$ cat src/rtl/leaf_fanin_arbiter.sv
// Merges NUM_SRC leaf valid/ready streams into one registered upstream stream
// using round-robin arbitration, tagging each word with its source index.
module leaf_fanin_arbiter #(
    parameter int unsigned NUM_SRC = 5,
    parameter int unsigned DATA_W  = 16,
    parameter int unsigned SRC_W   = 3,
    parameter int unsigned CNT_W   = 16
) (
    input  logic                      clk,
    input  logic                      rst_n,
    input  logic [NUM_SRC-1:0]        in_valid,
    input  logic [NUM_SRC*DATA_W-1:0] in_data,
    output logic [NUM_SRC-1:0]        in_ready,
    output logic                      out_valid,
    output logic [DATA_W-1:0]         out_data,
    output logic [SRC_W-1:0]          out_src,
    input  logic                      out_ready,
    output logic [CNT_W-1:0]          xfer_cnt
);

    localparam int unsigned IDX_W = $clog2(NUM_SRC);

    typedef enum logic {
        EMPTY = 1'b0,
        FULL  = 1'b1
    } state_e;

    state_e              state_q, state_d;
    logic [DATA_W-1:0]   data_q, data_d;
    logic [SRC_W-1:0]    src_q, src_d;
    logic [SRC_W-1:0]    ptr_q, ptr_d;
    logic [CNT_W-1:0]    cnt_q, cnt_d;

    logic                can_load;
    logic                gnt_found;
    logic [SRC_W-1:0]    gnt_src;
    logic [NUM_SRC-1:0]  gnt_oh;
    logic [DATA_W-1:0]   gnt_data;
    int unsigned         idx;

    assign out_valid = (state_q == FULL);
    assign out_data  = data_q;
    assign out_src   = src_q;
    assign xfer_cnt  = cnt_q;
    assign in_ready  = gnt_oh;
    assign can_load  = !out_valid || out_ready;

    // Scan from the source after the last grant, wrapping modulo NUM_SRC.
    always_comb begin
        gnt_oh    = '0;
        gnt_src   = '0;
        gnt_found = 1'b0;
        idx       = 0;
        if (can_load) begin
            for (int unsigned k = 1; k <= NUM_SRC; k++) begin
                idx = 32'(ptr_q) + k;
                if (idx >= NUM_SRC) begin
                    idx = idx - NUM_SRC;
                end
                if (!gnt_found && in_valid[IDX_W'(idx)]) begin
                    gnt_found              = 1'b1;
                    gnt_src                = SRC_W'(idx);
                    gnt_oh[IDX_W'(idx)]    = 1'b1;
                end
            end
        end
    end

    always_comb begin
        gnt_data = '0;
        for (int unsigned i = 0; i < NUM_SRC; i++) begin
            if (gnt_oh[i]) begin
                gnt_data = in_data[i*DATA_W +: DATA_W];
            end
        end
    end

    always_comb begin
        state_d = state_q;
        data_d  = data_q;
        src_d   = src_q;
        ptr_d   = ptr_q;
        cnt_d   = cnt_q;
        if (out_valid && out_ready) begin
            cnt_d = cnt_q + CNT_W'(1);
        end
        if (gnt_found) begin
            state_d = FULL;
            data_d  = gnt_data;
            src_d   = gnt_src;
            ptr_d   = gnt_src;
        end else if (out_valid && out_ready) begin
            state_d = EMPTY;
        end
    end

    always_ff @(posedge clk or negedge rst_n) begin
        if (!rst_n) begin
            state_q <= EMPTY;
            data_q  <= '0;
            src_q   <= '0;
            ptr_q   <= SRC_W'(NUM_SRC - 1);
            cnt_q   <= '0;
        end else begin
            state_q <= state_d;
            data_q  <= data_d;
            src_q   <= src_d;
            ptr_q   <= ptr_d;
            cnt_q   <= cnt_d;
        end
    end

endmodule

$ cat config.mk
export PLATFORM = sky130hd
export DESIGN_NAME = leaf_fanin_arbiter
export DESIGN_NICKNAME = d
export VERILOG_FILES = /design/src/rtl/leaf_fanin_arbiter.sv
export SDC_FILE = /design/constraint.sdc
export NUM_CORES = 1
export LEC_CHECK = 0
export BUFFER_PORTS_ARGS = -buffer_cell sky130_fd_sc_hd__buf_2
export CAP_MARGIN = 20
export CORE_MARGIN = 8
export CORE_UTILIZATION = 24
export CTS_CLUSTER_DIAMETER = 150
export DETAILED_ROUTE_END_ITERATION = 6
export PLACE_DENSITY = 0.47
export REMOVE_ABC_BUFFERS = 1
export SYNTH_ARGS = -nofsm -noshare
export SYNTH_HDL_FRONTEND = slang
export SYNTH_SLANG_ARGS = --single-unit
$ cat constraint.sdc
create_clock -name clk -period 12.5 [get_ports clk]
set_clock_uncertainty 0.2 [all_clocks]
set_input_delay 2.5 -clock clk [delete_from_list [all_inputs] [get_ports clk]]
set_output_delay 2.5 -clock clk [all_outputs]
set_load 0.005 [all_outputs]
* Word level (Yosys, flattened, before mapping) *
Cells that the tools add are included.

operators by class
  $add $sub $neg = 11
  $lt $le $gt $ge = 15
  multiplexer cells = 63
  bitwise gates (word level) = 4
  reduce and logical (&&, ||, !) cells = 17

operators with widths
  cell                     number
  $mux W16                 5
  $mux W5                  10
  $mux W3                  16
  $mux W1                  22
  $ge A4 B3 Y1 const B     5
  $lt A3 B4 Y1 const B     5
  $or A5 B5 Y5             4
  $add A16 B1 Y16 const B  1
  $bmux W1 S3              5
  $demux W1 S3             5
  $ge A3 B1 Y1 const B     5
  $sub A3 B3 Y3 const B    5
  $logic_and A1 B1 Y1      10
  $add A3 B2 Y4 const B    2
  $add A3 B3 Y4 const B    2
  $logic_not A1 Y1         5
  $add A3 B1 Y4 const B    1
  $reduce_bool A2 Y1       1
  $logic_or A1 B1 Y1       1

storage, ports and cells
  bits in registers = 39
  input port bits = 88
  output and inout port bits = 41

* Longest topological paths before layout *
  depth in word-level cells = 29
  gate-level depth with buffers = 17
  gate-level depth less buffers = 13

* Worst setup path before layout *
OpenSTA, ideal clock, no wires.

  path type = input to output
  start point = input in_valid[0]
  end point = output in_ready[4]
  arrival time = 4553 ps
  setup slack = 5247 ps
  stages = 10
  path buffers = 2
  cells stage by stage = clkbuf_1 -> nand2_1 -> o2111a_1 -> a211o_1 -> a31o_2 -> o311ai_4 -> nor4_2 -> o31ai_4 -> clkbuf_1 -> inv_1

between the ends
  longest elaborated chain between the ends = 20

ends and longest elaborated chain
  what                           RTL line  text
  start, declared                11        input logic [NUM_SRC-1:0] in_valid,
  $bmux W1 S3                    60        if (!gnt_found && in_valid[IDX_W'(idx)]) begin
  $mux W1 (implied by the code)  60
  $mux W1                        60
  $mux W1                        54        if (can_load) begin
  $logic_not A1 Y1               60
  $logic_and A1 B1 Y1            60
  $mux W1                        60
  $mux W1                        54
  [... 4 more ...]               -
  $logic_not A1 Y1               60
  $logic_and A1 B1 Y1            60
  $mux W1                        60
  $mux W1                        54
  $logic_not A1 Y1               60
  $logic_and A1 B1 Y1            60
  $mux W5 (*)                    60
  $mux W5 (*)                    54
  end, declared                  13        output logic [NUM_SRC-1:0] in_ready,

Every way passes the cells marked *; elsewhere a longest branch is shown, timed or not. The select of a mux whose other input is x is not followed.

* Worst setup path in the final report *
  start point = input in_valid[1]
  end point = output in_ready[0]

The elaborated chain is that of the path after synthesis.

==> results.yml <==
run_status:
  status: "complete, no violations"
clocking:
  clockBufferDepth: 2
  clk_pin_slew_ns: 0.06
  worstSkewPairLatency_ns: 0.28
  cts_tree: "yes"
  ctsHoldBuffers: 0
  cts_resized: 0
  clock-sinks: 37
  htreeDepth: 2
  post-cts-setup-buffers: 0
  cts_made_buffers: 5
  cts_root_buf: "clkbuf_16"
die:
  die_x_um: 144
  dieArea_um2: 20700
  start_util: 0.241
  die_h_um: 144
  core_um2: 16300
  num_io_pins: 129
  rows: 47
pwr:
  pwr-share-seq: 0.115
  clock_power_share: 0.081
  p_int_uw: 822
  ir_drop_v: 0.000212
  p_switching_uw: 1000
  p_leak_uw: 0.00217
  power_density_nw_per_um2: 374
  sw_frac_of_total: 0.549
  combinationalPowerShare: 0.804
worst_setup_path:
  critPathCaptureType: "output port"
  start_kind: "primary input"
  criticalPathCategory: "primary input to output port"
  crit_fanout: 17
  worstPathRequired_ns: 9.80
  cp.arrival_ns: 5.01
sta:
  setup_violations: 0
  fin_crit_sh: 0.617
  clock.fmax_mhz: 130
  tightest_slew_ns: 0.884
  finalHoldViolCount: 0
  grt_setup_unrepaired: "no"
  drv_slew: 0
  finalSetupTns_ns: 0
  fin_crit_ns: 7.71
  timing.slew.headroom: 0.411
logic_synthesis:
  yosysSeqAreaShare: 0.236
  ys_warn_count: 0
  synth_edf_count: 0
  synthFlopType: "dfrtp_1"
  synth.distinct_cells: 81
  avgSynthCellArea_um2: 7.85
  synth_cells: 501
  synth.top_cells.by_count: "a21oi_1, nand2_1, dfrtp_1, nor2_1, inv_1"
  synth.area.top_cells: "dfrtp_1, a21oi_1, nand2_1"
  async_flop_share: 1.00
  synth.largest_area_cell: "dfrtp_1"
  synth-seq-cells: 37
  netlist_area_um2: 3930
  yosysMostFrequentCell: "a21oi_1"
  synth_top_area_frac: 0.229
global_routing:
  antenna_found_initial: 0
  grt_usage: 0.133
  gr-total-overflow: 0
  grt_start_max_net_pins: 38
  grt_pass1_vias: 4201
  grt_pass1_wl_um: 22100
layout:
  multiInputGateArea_um2: 2690
  num_antenna_cells: 0
  layout-drive-gt1-share: 0.287
  final_cells: 829
  area_growth_pct: 24.1
  ff_latch_area_um2: 927
  n_fill_cell: 1781
  nNetsFinal: 708
placement:
  io_buffer_count: 128
  dp.cells: 821
  gp_congestion: 0.909
  hpwl_um: 11400
drt:
  drcViolationCount: 0
  dr.pass1.iters: 7
  drt_iter0_markers: 324
  vias: 4314
  wl_um: 14800
  postRouteAntennaNets: 0
  wl_per_cell_um: 17.9
  viasPerCell: 5.20
job:
  cap_violations: 0
worst_hold_path:
  hp-class: "register to register"
[metal layers]
layer  GRT usage  vias up  part of all wire
met5           0        -                 0
met4      0.0454        0             0.022
met3      0.0162       28             0.054
met2       0.227      167              0.49
met1       0.171     2060              0.44
li1            -     2059                 -
[cells by family (layout without fill, tap and decap cells)]
family / after synthesis / after routing / synth area share
AOI/OAI and AO/OA: 181 / 181 / 0.331
and+or+nand+nor: 177 / 177 / 0.245
buffers and inverters: 66 / 174 / 0.0808
DFF: 37 / 37 / 0.236
xor gates and xnor gates: 19 / 19 / 0.0442
adders and majority gates: 12 / 12 / 0.0401
muxes: 9 / 9 / 0.0232
[state kept, by name, summed over array words and instances, names as in the netlist]
signal     flops
out_data      16
xfer_cnt      16
out_src        3
out_valid      1
ptr_q          1
[placed cells by master, fill, tap and decap left out, types with 13 or more instances in the layout]
cell type and count:
a31oi_1 20, o211ai_1 20, inv_1 27, o22ai_1 18, dfrtp_1 36, a21oi_1 44
o31ai_1 16, nand2_1 43, and2_1 19, o21ai_0 13, buf_2 128, nor2_1 29
[area by class of cell]
cell class,count,share of cell area
Multi-Input combinational cell,398,0.551
Sequential cell,37,0.190
Inverter,29,0.0223
Timing Repair Buffer,137,0.145
Clock buffer,5,0.0256
Tap cell,220,0.0564
Clock inverter,3,0.00949
[path summary, 6_finish.rpt]
kind / startpoint / endpoint / slack [ns] / cells after the start
setup / recovery: in_valid[1] / in_ready[0] / 4.79 / 9
hold / removal: xfer_cnt[15] / xfer_cnt[15] / 0.26 / 1
setup reg to reg: out_src[0] / out_data[4] / 7.22 / 12
hold reg to reg: xfer_cnt[15] / xfer_cnt[15] / 0.26 / 1
max in group asynchronous: rst_n / xfer_cnt[2] / 9.41 / 1
min in group asynchronous: rst_n / out_src[2] / 2.14 / 1
[power by group through the flow]
stage                     Sequential [µW]  Clock, µW  Combinational [µW]
after CTS                             208        153                1450
after floorplan                       226          0                 988
final                                 209        148                1470
after detailed placement              210          0                1440
after global routing                  215        159                1600
after global placement                211          0                1430
[worst max-delay path: stages]
cell and delay, ns:
buf_2 0.17, mux2i_1 0.14, a211oi_1 0.08, nor4_1 0.49, a31o_2 0.31, o311ai_4 0.18
or3_1 0.67, a31oi_1 0.30, buf_2 0.16
[per-stage QoR]
step	hold slack (ns)	setup WS, ns	util	power, µW	area (µm²)
6_report	0.259	4.79	0.299	1820	4880
5_1_grt	0.297	4.61	0.299	1980	4880
4_1_cts	0.267	4.82	0.299	1810	4880
3_5_place_dp	0.254	4.81	0.289	1650	4710
3_3_place_gp	0.250	4.92	0.289	1650	4710
2_1_floorplan	0.265	5.39	-	1210	3720
No activity file was read; power rests on OpenSTA's default activity.
